<file path="config.mk">
export PLATFORM = sky130hd
export DESIGN_NAME = fetch_realigner
export DESIGN_NICKNAME = d
export VERILOG_FILES = /design/src/rtl/realign_pkg.sv /design/src/rtl/fetch_realigner.sv
export SDC_FILE = /design/constraint.sdc
export NUM_CORES = 1
export LEC_CHECK = 0
export ABC_AREA = 0
export CORE_ASPECT_RATIO = 0.75
export CORE_MARGIN = 2
export CORE_UTILIZATION = 55
export CTS_BUF_LIST = sky130_fd_sc_hd__clkbuf_8
export CTS_CLUSTER_DIAMETER = 80
export DETAILED_ROUTE_END_ITERATION = 8
export PLACE_DENSITY_LB_ADDON = 0.12
export SKIP_CTS_REPAIR_TIMING = 1
export SYNTH_ARGS = -nofsm -noshare
export SYNTH_HDL_FRONTEND = slang
export SYNTH_SLANG_ARGS = --single-unit
</file>
<file path="constraint.sdc">
create_clock -name clk -period 5.76 [get_ports clk]
set_input_delay 0.864 -clock clk [delete_from_list [all_inputs] [get_ports clk]]
set_output_delay 0.864 -clock clk [all_outputs]
set_load 0.05 [all_outputs]
</file>
<file path="src/rtl/realign_pkg.sv">
// Shared types for the fetch realigner.
//   align_case_e : alignment tag carried with every emitted instruction
//   state_e      : residual-halfword FSM state
//   is_compressed: true when a halfword starts a 16-bit instruction
package realign_pkg;

  typedef enum logic [1:0] {
    ALN_FULL  = 2'd0,  // whole 32-bit instruction taken from one fetch word
    ALN_CLO   = 2'd1,  // compressed instruction from the low half of a word
    ALN_CHI   = 2'd2,  // compressed instruction drained from the residual
    ALN_SPLIT = 2'd3   // 32-bit instruction spanning two fetch words
  } align_case_e;

  typedef enum logic [1:0] {
    S_EMPTY = 2'd0,  // no residual halfword held
    S_HALF  = 2'd1,  // res_half holds the next instruction's first halfword
    S_SKIP  = 2'd2   // next fetch word's low half precedes the target PC
  } state_e;

  function automatic logic is_compressed(input logic [15:0] half);
    return half[1:0] != 2'b11;
  endfunction

endpackage

</file>
<file path="src/rtl/fetch_realigner.sv">
// Realigns the sequential 32-bit fetch word stream into one halfword-aligned
// instruction per cycle. Compressed instructions are zero-extended; 32-bit
// instructions that straddle two fetch words are rebuilt from a residual
// halfword buffer.
//
// Ports:
//   clk, reset_n            clock, asynchronous active-low reset
//   fetch_valid/ready/word  fetch word stream (lo = [15:0], hi = [31:16])
//   flush, flush_pc         redirect pulse and target (bit 1 picks halfword)
//   instr_valid/ready       output handshake
//   instr, instr_compressed instruction and its 16-bit flag
//   instr_pc                PC of instr
//   align_case              alignment tag (realign_pkg::align_case_e)
module fetch_realigner
  import realign_pkg::*;
#(
  parameter logic [31:0] RESET_PC = 32'h0000_0000
) (
  input  logic        clk,
  input  logic        reset_n,
  input  logic        fetch_valid,
  output logic        fetch_ready,
  input  logic [31:0] fetch_word,
  input  logic        flush,
  input  logic [31:0] flush_pc,
  output logic        instr_valid,
  input  logic        instr_ready,
  output logic [31:0] instr,
  output logic        instr_compressed,
  output logic [31:0] instr_pc,
  output logic [1:0]  align_case
);

  localparam logic [31:0] RESET_PC_HW   = {RESET_PC[31:1], 1'b0};
  localparam state_e      RESET_STATE   = RESET_PC[1] ? S_SKIP : S_EMPTY;

  // Residual FSM state
  state_e      state_q, state_d;
  logic [15:0] res_half_q, res_half_d;
  logic [31:0] next_pc_q, next_pc_d;

  // Output register
  logic        instr_valid_q, instr_valid_d;
  logic [31:0] instr_q, instr_d;
  logic        instr_c_q, instr_c_d;
  logic [31:0] instr_pc_q, instr_pc_d;
  align_case_e align_q, align_d;

  // Emission produced by the FSM this cycle
  logic        emit;
  logic [31:0] emit_instr;
  logic        emit_c;
  align_case_e emit_case;

  logic [15:0] word_lo, word_hi;
  logic        out_free;
  logic        res_c;
  logic        fetch_fire;

  assign word_lo    = fetch_word[15:0];
  assign word_hi    = fetch_word[31:16];
  assign out_free   = !instr_valid_q || instr_ready;
  assign res_c      = is_compressed(res_half_q);
  // A buffered compressed halfword must drain before another word can enter,
  // otherwise two instructions would be ready in the same cycle.
  assign fetch_ready = out_free && !flush && !(state_q == S_HALF && res_c);
  assign fetch_fire  = fetch_valid && fetch_ready;

  always_comb begin
    state_d    = state_q;
    res_half_d = res_half_q;
    next_pc_d  = next_pc_q;
    emit       = 1'b0;
    emit_instr = 32'h0;
    emit_c     = 1'b0;
    emit_case  = ALN_FULL;

    if (flush) begin
      state_d    = flush_pc[1] ? S_SKIP : S_EMPTY;
      res_half_d = 16'h0;
      next_pc_d  = flush_pc & ~32'd1;
    end else begin
      unique case (state_q)
        S_EMPTY: begin
          if (fetch_fire) begin
            emit = 1'b1;
            if (is_compressed(word_lo)) begin
              emit_instr = {16'h0, word_lo};
              emit_c     = 1'b1;
              emit_case  = ALN_CLO;
              res_half_d = word_hi;
              state_d    = S_HALF;
            end else begin
              emit_instr = fetch_word;
              emit_case  = ALN_FULL;
            end
          end
        end
        S_HALF: begin
          if (res_c) begin
            // Drain the buffered compressed halfword; no fetch consumed.
            if (out_free) begin
              emit       = 1'b1;
              emit_instr = {16'h0, res_half_q};
              emit_c     = 1'b1;
              emit_case  = ALN_CHI;
              state_d    = S_EMPTY;
            end
          end else if (fetch_fire) begin
            emit       = 1'b1;
            emit_instr = {word_lo, res_half_q};
            emit_case  = ALN_SPLIT;
            res_half_d = word_hi;
          end
        end
        S_SKIP: begin
          // Target PC lies in the high half: the low half is dropped.
          if (fetch_fire) begin
            res_half_d = word_hi;
            state_d    = S_HALF;
          end
        end
        default: state_d = S_EMPTY;
      endcase

      if (emit) begin
        next_pc_d = next_pc_q + (emit_c ? 32'd2 : 32'd4);
      end
    end
  end

  always_comb begin
    instr_valid_d = instr_valid_q;
    instr_d       = instr_q;
    instr_c_d     = instr_c_q;
    instr_pc_d    = instr_pc_q;
    align_d       = align_q;

    if (flush) begin
      instr_valid_d = 1'b0;
    end else if (out_free) begin
      instr_valid_d = emit;
      if (emit) begin
        instr_d    = emit_instr;
        instr_c_d  = emit_c;
        instr_pc_d = next_pc_q;
        align_d    = emit_case;
      end
    end
  end

  always_ff @(posedge clk or negedge reset_n) begin
    if (!reset_n) begin
      state_q       <= RESET_STATE;
      res_half_q    <= 16'h0;
      next_pc_q     <= RESET_PC_HW;
      instr_valid_q <= 1'b0;
      instr_q       <= 32'h0;
      instr_c_q     <= 1'b0;
      instr_pc_q    <= 32'h0;
      align_q       <= ALN_FULL;
    end else begin
      state_q       <= state_d;
      res_half_q    <= res_half_d;
      next_pc_q     <= next_pc_d;
      instr_valid_q <= instr_valid_d;
      instr_q       <= instr_d;
      instr_c_q     <= instr_c_d;
      instr_pc_q    <= instr_pc_d;
      align_q       <= align_d;
    end
  end

  assign instr_valid      = instr_valid_q;
  assign instr            = instr_q;
  assign instr_compressed = instr_c_q;
  assign instr_pc         = instr_pc_q;
  assign align_case       = align_q;

endmodule

</file>
# Yosys cells after proc, flatten, opt, wreduce, memory -nomap -nowiden
# Index checks and enable logic that the tools add are counted.
[totals]
reg_bits = 118
latch_bits = 0
mem_bits_rw = 0
romBits = 0
inputBits = 69
output_inout_bits = 69
word_cells = 75
memories = 0
[classes]
addsub = 1
n_mul = 0
div = 0
n_lt_le_gt_ge = 0
n_eq_ne = 10
n_shift = 0
n_mux = 40
bitwise = 1
n_reduce_logical = 15
[op_table]
columns = ["cell", "n"]
rows = [
  ["$mux W32", 6],
  ["$mux W16", 5],
  ["$pmux W32 S2", 1],
  ["$pmux W16 S3", 1],
  ["$add A32 B3 Y32", 1],
  ["$mux W2", 9],
  ["$ne A3 B3 Y1 const B", 6],
  ["$mux W1", 13],
  ["$pmux W2 S3", 1],
  ["$reduce_and A5 Y1", 1],
  ["$logic_and A1 B1 Y1", 4],
  ["$ne A2 B2 Y1 const B", 2],
  ["$pmux W1 S2", 2],
  ["$pmux W2 S2", 1],
  ["$reduce_and A4 Y1", 1],
  ["$reduce_bool A2 Y1", 2],
  ["$reduce_bool A4 Y1", 1],
  ["$logic_not A1 Y1", 3],
  ["$mux W3", 1],
  ["$reduce_and A3 Y1", 1],
  ["$eq A2 B1 Y1 const B", 1],
  ["$eq A2 B2 Y1 const B", 1],
  ["$logic_not A2 Y1", 1],
  ["$logic_or A1 B1 Y1", 1],
  ["$not A1 Y1", 1],
]

# Logic depth before layout (Yosys ltp)
# Gate-level depths: netlist of the first run.
[depth]
word_depth = 12
depth_mapped = 13
depth_no_buf = 13

# Worst setup path after synthesis of the first run
# Ideal clock, no wire load.
[synth_timing]
path_type = "input -> register"
from = "input port flush"
to = "register next_pc_q[19]"
setup_ps = 126
arrival_time_ps = 3348
required_ps = 5634
slack_ps = 2286
cell_stages = 12
n_path_buf = 0
cell_sequence = "and2b_1 -> and3_1 -> o21ai_0 -> inv_1 -> ha_1 -> inv_1 -> fa_1 -> nand4b_1 -> nor4_2 -> o211ai_1 -> mux2_1 -> a221o_1"
[synth_between]
elab_chain_len = 11
word_cells_on_any_way = 16
classes_between = "1 x add/sub; 10 x mux; 5 x reduce/logical"
[synth_lines]
columns = ["element", "line_no", "rtl"]
rows = [
  ["start: declaration", "fetch_realigner.sv:24", "input logic flush,"],
  ["$logic_not A1 Y1", "fetch_realigner.sv:66", "assign fetch_ready = out_free && !flush && !(state_q == S_HALF && res_c);"],
  ["$logic_and A1 B1 Y1 (2 in series)", "fetch_realigner.sv:66", ""],
  ["$logic_and A1 B1 Y1", "fetch_realigner.sv:67", "assign fetch_fire = fetch_valid && fetch_ready;"],
  ["$mux W1", "fetch_realigner.sv:85", "if (fetch_fire) begin"],
  ["$pmux W1 S2", "fetch_realigner.sv:83", "unique case (state_q)"],
  ["$mux W1", "fetch_realigner.sv:78", "if (flush) begin"],
  ["net emit_c", "fetch_realigner.sv:52", "logic emit_c;"],
  ["$mux W3", "fetch_realigner.sv:127", "next_pc_d = next_pc_q + (emit_c ? 32'd2 : 32'd4);"],
  ["$add A32 B3 Y32", "fetch_realigner.sv:127", ""],
  ["$mux W32", "fetch_realigner.sv:126", "if (emit) begin"],
  ["$mux W32", "fetch_realigner.sv:78", ""],
  ["end signal: assignment", "fetch_realigner.sv:165", "next_pc_q <= next_pc_d;"],
  ["end: declaration", "fetch_realigner.sv:40", "logic [31:0] next_pc_q, next_pc_d;"],
]
# The timed path passes the listed nets, and every way through them passes these cells. The select of a mux whose other input is x is not followed.
# A chain may end at the register's enable or synchronous reset.

# Worst setup path after layout of the first run
[layout_timing]
from = "input port fetch_valid"
to = "register next_pc_q[19]"
[layout_between]
elab_chain_len = 8
word_cells_on_any_way = 13
classes_between = "1 x add/sub; 10 x mux; 2 x reduce/logical"
[layout_lines]
columns = ["element", "line_no", "rtl"]
rows = [
  ["start: declaration", "fetch_realigner.sv:21", "input logic fetch_valid,"],
  ["$logic_and A1 B1 Y1", "fetch_realigner.sv:67", ""],
  ["$mux W1", "fetch_realigner.sv:85", ""],
  ["$pmux W1 S2", "fetch_realigner.sv:83", ""],
  ["$mux W1", "fetch_realigner.sv:78", ""],
  ["net emit_c", "fetch_realigner.sv:52", ""],
  ["$mux W3", "fetch_realigner.sv:127", ""],
  ["$add A32 B3 Y32", "fetch_realigner.sv:127", ""],
  ["$mux W32", "fetch_realigner.sv:126", ""],
  ["$mux W32", "fetch_realigner.sv:78", ""],
]
# The timed path passes the listed nets, and every way through them passes these cells. The select of a mux whose other input is x is not followed.

==> run metrics, run 1 <==
H-tree level count 4; clk slew on worst S/H paths around 0.070 ns; layer with the highest usage met2; CTS tree yes; DR pass1 iterations 6; clk sinks roughly 120; Final ANT Viol Nets 0; Seq/Total Area, Yosys 0.5125; delay-heaviest family, CP simple AND/OR/NAND/NOR gates; YS warnings 0; Startpoint Class input port; GP Congestion between 0.9 and 1; met1 Resource Use GR 0.4143; grt met2 use 0.4148; area of the multi-input gates between 2000 and 3000 µm²; final setup TNS 0 ns; Critical-path top delay cell clkdlybuf4s50_1; clock insertion delay at the later pin of the skew report 0.43 ns; IO buf count between 100 and 150; Max Root-Sink Buffers 2; Power Density between 500 and 600 nW/µm²; period utilization 0.7072; Top FF cell, synth dfrtp_1; mapped cell area 5664 µm²; critical path class in -> reg; Max FO, Critical Path 6; pin count of the biggest net entering global routing 67; Die Ht around 92 µm; unrepaired setup endpoints after global routing no; Achievable Freq between 200 and 250 MHz; Hold Slack between 0.4 and 0.5 ns; total CTS buffers 17; vias per cell ~5.7; GRT overflow 0; outcome finished clean; Fillers 756; ys async rst share 1.000; worst hold path class in -> async; Total Routing Usage GR 0.2805; DIE AREA around 11000 µm²; Clock Skews around 0.0086 ns; most used cell, CP inv_1; WP buf/inv 3; Worst setup EP type flip-flop; DRC viols 0; register area 2903 µm²; first-pass GRT wire length ~25000 µm; Static Leak 3.369 nW; final core occ 0.7400; clock root cell clkbuf_8; Final Setup Violations 0; nets@finish 798; Final Hold Viols 0; global-route track usage on met3 0.05784; number of diodes 0; Area growth, synth to finish 32.87%; Seq cells post-synth approximately 120; slowest stage delay, CP 0.56 ns; initial antenna violation count 0; Max Cap Violations 0; distinct cell type count after synthesis slightly above 60; # rows 32; maximum VDD drop about 300 µV; die width between 100 and 150 µm; hpwl dp 10020 µm; I/O pin cnt around 140; syn avg cell area between 9 and 10 µm²; share of post-route cells with drive strength above 1 0.08424; DR vias just under 5000; DR iter-0 viols approximately 430; core footprint between 10000 and 15000 µm²; CP required 6.07 ns; Initial Utilization 0.5570; crit-path cells clkdlybuf4s50_1 -> and2b_1 -> and3_1 -> o21ai_0 -> inv_1 -> ha_1 -> inv_1 -> fa_1 -> nand4b_1 -> nor4_2 -> o211ai_1 -> mux2_1 -> a221o_1; Slew Viols, Final 0; number of flops mapped to enable cells by yosys 0; Routed WL approximately 15000 µm; Worst-Margin Slew 1.265 ns; vias in the first global route 4838; Final min period about 4.1 ns; Rel. slew slack 0.1520; drt wl/cell 16.79 µm; Net Count, Synth between 600 and 700; Gate Count Post-Synth roughly 600; crit path DAT 4.38 ns
[power by group]
group          switching, W  internal, W  total, W
combinational       0.00125     0.000624   0.00187
sequential         0.000170      0.00107   0.00124
clock              0.000323     0.000442  0.000765
total               0.00174      0.00214   0.00388
[path summary, 6_finish.rpt]
kind / endpoint / from / slack (ns) / cells after the start
worst max-delay path: next_pc_q[19] / fetch_valid / 1.69 / 13
worst min register to register: instr_pc[25] / instr_pc[25] / 0.47 / 2
worst min-delay path: instr_pc[21] / reset_n / 0.45 / 1
worst max register to register: next_pc_q[19] / state_q[1] / 1.82 / 13
min in group clk: instr_pc[25] / instr_pc[25] / 0.47 / 2
max in group asynchronous: res_half_q[9] / reset_n / 4.04 / 2
[worst register-to-register path: stages (launching register included)]
cell and delay [ns]:
dfrtp_1 0.39, inv_1 0.09, ha_1 0.29, a21boi_2 0.42, o21ai_0 0.28, inv_1 0.17, ha_1 0.18, inv_1 0.05
fa_1 0.40, nand4b_1 0.38, nor4_2 0.36, o211ai_1 0.21, mux2_1 0.34, a221o_1 0.26
[kinds of logic (layout without fill, tap and decap cells)]
| group | Yosys count | after routing | synth area share |
|---|---|---|---|
| simple gates | 264 | 264 | 0.2169 |
| flops | 116 | 116 | 0.5125 |
| xor+xnor | 23 | 23 | 0.03556 |
| other cells | 1 | 1 | 0.0006621 |
| buf+inv | 60 | 201 | 0.04285 |
| compound gates | 104 | 104 | 0.1389 |
| mux | 21 | 21 | 0.03799 |
| fa+ha+maj | 6 | 6 | 0.01458 |
[area by class of cell]
type | instances | share of cell area
flip-flops and latches | 116 | 0.3857
multi-input cells | 419 | 0.3382
repair buffers | 144 | 0.1875
clock buffers | 19 | 0.03475
well taps | 136 | 0.02261
clock inverters | 13 | 0.01879
inverters | 25 | 0.01247
[flip-flops by register name (all words and copies together), names as in the netlist]
name              cells
instr_compressed      1
next_pc_q            31
instr                32
instr_valid           1
align_case            2
state_q               2
instr_pc             31
res_half_q           16
[stage by stage]
stage | setup slack (ns) | area [µm²] | power [W] | std cells
2_1_floorplan | 2.286 | 5664 | 0.002477 | 595
3_3_place_gp | 1.456 | 7123 | 0.003083 | 840
3_5_place_dp | 1.319 | 7123 | 0.003122 | 840
4_1_cts | 1.750 | 7526 | 0.003894 | 872
5_1_grt | 1.517 | 7526 | 0.004094 | 872
6_report | 1.686 | 7526 | 0.003877 | 872
[layout by cell type, fill, tap and decap left out, types with 3 or more instances in the layout]
| cell type | instances |
|---|---|
| a21oi_1 | 8 |
| a221oi_1 | 16 |
| a222oi_1 | 17 |
| a31oi_1 | 4 |
| and2_1 | 3 |
| and3_1 | 3 |
| buf_4 | 10 |
| bufinv_16 | 3 |
| clkbuf_8 | 19 |
| clkdlybuf4s50_1 | 133 |
| clkinv_2 | 5 |
| dfrtp_1 | 116 |
| ha_1 | 5 |
| inv_1 | 26 |
| mux2_2 | 3 |
| mux2i_1 | 17 |
| nand2_1 | 161 |
| nand3_1 | 6 |
| nand4_1 | 6 |
| nand4b_1 | 3 |
| nor2_1 | 45 |
| nor2b_1 | 4 |
| nor3_1 | 7 |
| nor4_4 | 3 |
| o2111ai_1 | 4 |
| o211ai_1 | 6 |
| o21ai_0 | 27 |
| o21ai_1 | 3 |
| or4_1 | 3 |
| xnor2_1 | 11 |
| xor2_1 | 12 |
[routing by layer]
metal / share of wire / up-vias
li1: - / 2341
met1: 0.46 / 2399
met2: 0.45 / 208
met3: 0.080 / 11
met4: 0.0065 / 0
met5: 0 / -
[Yosys cell counts, drive strengths merged, types with 2 or more instances]
library cell	n	share of area
buf	10	0.0097
nor4	7	0.016
a21o	2	0.0026
or4	5	0.0073
o2111ai	4	0.0062
nor2b	4	0.0044
nand4	7	0.0088
a222oi	17	0.030
a211oi	3	0.0062
and4	2	0.0031
a221oi	16	0.025
and2	3	0.0033
xor2	12	0.019
o31ai	2	0.0026
and3	4	0.0046
nand2b	2	0.0022
nand4b	3	0.0046
xnor2	11	0.017
a2111oi	2	0.0042
a31oi	4	0.0044
nand2	161	0.11
inv	24	0.016
dfrtp	116	0.51
a311oi	2	0.0031
a221o	2	0.0035
nor2	45	0.030
o211ai	6	0.0080
nand3	8	0.010
clkbuf	25	0.017
a21oi	9	0.0080
mux2	4	0.0080
ha	5	0.011
nor3	8	0.0071
o21ai	30	0.027
mux2i	17	0.030
No activity file was read; power rests on OpenSTA's default activity.
==> run 2: changes to the inputs <==
--- a/config.mk
+++ b/config.mk
@@ -8,7 +8,7 @@
 export ABC_AREA = 0
 export CORE_ASPECT_RATIO = 0.75
 export CORE_MARGIN = 2
-export CORE_UTILIZATION = 55
+export CORE_UTILIZATION = 46
 export CTS_BUF_LIST = sky130_fd_sc_hd__clkbuf_8
 export CTS_CLUSTER_DIAMETER = 80
 export DETAILED_ROUTE_END_ITERATION = 8
==> constraint.sdc (replaced) <==
create_clock -name clk -period 3.42 [get_ports clk]
set_input_delay 0.513 -clock clk [delete_from_list [all_inputs] [get_ports clk]]
set_output_delay 0.513 -clock clk [all_outputs]
set_load 0.05 [all_outputs]
==> run 2 against run 1 <==
Register-to-register slack worse by 1.6 ns. Critical path depth grew 1. Clock skew up 0.00088 ns. First-iteration DRC count down 16%. Design area is 4.2% higher. Critical path type unchanged. Clock-buffer cell count rose by 2. Clock power up 84%. Hold slack worse by 0.26 ns. Critical endpoint unchanged. Flip-flop and latch count unchanged. Die area is 19% higher. Routed wire length rose by 6.8%. Via count rose by 2.6%. Largest cell class unchanged.
==> run metrics, run 2 (synthesized netlist as in run 1, its figures left out) <==
GRT overflow 0 (unchanged); outcome finished clean (unchanged); vias in the first global route 5151 (was 4838); Int Power 0.003806 W (was 0.002139 W); hpwl dp 10860 µm (was 10020 µm); Final ANT Viol Nets 0 (unchanged); clk slew on worst S/H paths 0.07 ns (about the same); nets@finish 826 (was 798); Initial Utilization 0.4669 (was 0.5570); period utilization 0.9523; Slew Viols, Final 0 (unchanged); Max Cap Violations 0 (unchanged); GP Congestion 0.8828 (was 0.9216); Clock Skews 0.009466 ns (was 0.008589 ns); number of diodes 0 (unchanged); Die Ht 100.1 µm (was 91.89 µm); Final Setup Violations 0 (unchanged); DRC viols 0 (unchanged); Power Density 866.6 nW/µm² (was 515.2 nW/µm²); Max FO, Critical Path 2 (was 6); unrepaired setup endpoints after global routing no (unchanged); drt wl/cell 16.83 µm (was 16.79 µm); maximum VDD drop 563.5 µV (was 298.3 µV); setup slack after layout 0.1630 ns (was 1.686 ns); pin count of the biggest net entering global routing 70 (was 67); Layout Cells excl Fill 929 (was 872); CTS tree yes (unchanged); slowest stage delay, CP 0.50 ns (was 0.56 ns); clock power share 0.208 (was 0.197); vias per cell 5.478 (was 5.687); Achievable Freq 307.0 MHz; Critical-path top delay cell clkdlybuf4s50_1 (unchanged); initial antenna violation count 0 (unchanged); Worst setup EP type flip-flop (unchanged); Design Power 0.006796 W (was 0.003877 W); Final Hold Viols 0 (unchanged); DR vias 5089 (was 4959); total CTS buffers 17 (unchanged); Max Root-Sink Buffers 2 (unchanged); Area growth, synth to finish 38.46% (was 32.87%); H-tree level count 4 (unchanged); IO buf count 135 (unchanged); most frequent cells in the layout nand2_1, clkdlybuf4s50_1, dfrtp_1 (unchanged); sequential share of power 0.310 (was 0.321); critical path class in -> reg (unchanged); clock insertion delay at the later pin of the skew report 0.43 ns (about the same); part of the power in combinational logic 0.482 (about the same); die width 132.1 µm (was 121.2 µm); Static Leak 3.517 nW (was 3.369 nW); commonest non-fill, non-tap cell in the layout nand2_1 (unchanged); switch share 0.4400 (was 0.4483); placed cells 894 (was 840); clock root cell clkbuf_8 (unchanged); CP required 3.74 ns (was 6.07 ns); Final min period 3.257 ns; DR iter-0 viols 360 (was 431); crit path DAT 3.57 ns (was 4.38 ns); share of post-route cells with drive strength above 1 0.1271 (was 0.08424); crit-path cells clkdlybuf4s50_1 -> and2b_1 -> and3_1 -> o21ai_0 -> buf_4 -> inv_2 -> ha_2 -> inv_1 -> fa_1 -> nand4b_1 -> nor4_2 -> o211ai_1 -> mux2_1 -> a221o_1 (was clkdlybuf4s50_1 -> and2b_1 -> and3_1 -> o21ai_0 -> inv_1 -> ha_1 -> inv_1 -> fa_1 -> nand4b_1 -> nor4_2 -> o211ai_1 -> mux2_1 -> a221o_1); first-pass GRT wire length 25670 µm (was 24500 µm); DR pass1 iterations 5 (was 6); number of flip-flops in the largest register 32 (unchanged); clk sinks 116 (unchanged); Rel. slew slack 0.1445 (was 0.1520); P_sw 0.002990 W (was 0.001738 W); DIE AREA 13230 µm² (was 11130 µm²); Worst-Margin Slew 1.276 ns (was 1.265 ns); worst hold path class in -> async (unchanged); Startpoint Class input port (unchanged); I/O pin cnt 138 (unchanged); Hold Slack 0.1972 ns (was 0.4530 ns); core footprint 12130 µm² (was 10170 µm²); Routed WL 15630 µm (was 14640 µm); # rows 35 (was 32); Total Routing Usage GR 0.2447 (was 0.2805); Post-Place Worst Slack -0.2072 ns (was 1.319 ns)
-- run 2: cell types whose count changed in the layout (fill, tap and decap cells not counted), sizes merged --
cell and change:
bufinv +1, clkbuf +2, inv -2, clkinv -2, buf +29, clkdlybuf4s50 -1
-- run 2: critical path, delay by kind of cell --
kind            cells  cell delay, ns
fa+ha+maj           2            0.54
mux                 1            0.35
buf+inv             4            0.77
simple gates        4            0.89
compound gates      3            0.51
-- run 2: stage by stage --
stage	util	TNS (ns)	cell area (µm²)
2_1_floorplan	-	0	5664
3_3_place_gp	0.6060	-0.2790	7351
3_5_place_dp	0.6060	-0.4309	7351
4_1_cts	0.6425	0	7794
5_1_grt	0.6465	0	7843
6_report	0.6465	0	7843
-- run 2: area by class of cell --
class | count | area [µm²]
clock buffers | 21 | 289.0
flip-flops and latches | 116 | 2903
inverters | 25 | 93.84
fillers | 1001 | 4288
multi-input cells | 419 | 2564
well taps | 166 | 207.7
clock inverters | 10 | 153.9
repair buffers | 172 | 1632
-- run 2: layer usage --
layer,GRT usage,part of all wire
met3,0.05556,0.058
met1,0.3425,0.47
met2,0.3746,0.46
met4,0.09365,0.013
met5,0,0
-- run 2: path summary, 6_finish.rpt --
kind | depth (start not counted) | start | to | slack (ns)
setup / recovery | 14 | fetch_valid | next_pc_q[19] | 0.16
hold / removal | 1 | reset_n | instr_pc[23] | 0.20
setup reg to reg | 14 | state_q[1] | next_pc_q[19] | 0.19
hold reg to reg | 2 | instr_pc[16] | instr_pc[16] | 0.48
max in group asynchronous | 2 | reset_n | instr[14] | 2.44
min in group clk | 2 | instr_pc[16] | instr_pc[16] | 0.48
-- run 2: power groups by stage --
stage                     sequential (W)  clock [W]  combinational, W
final                            0.00211    0.00141           0.00327
after global routing             0.00216    0.00150           0.00348
after CTS                        0.00210    0.00144           0.00327
after detailed placement         0.00212          0           0.00325
after global placement           0.00210          0           0.00321
after floorplan                  0.00323          0          0.000938
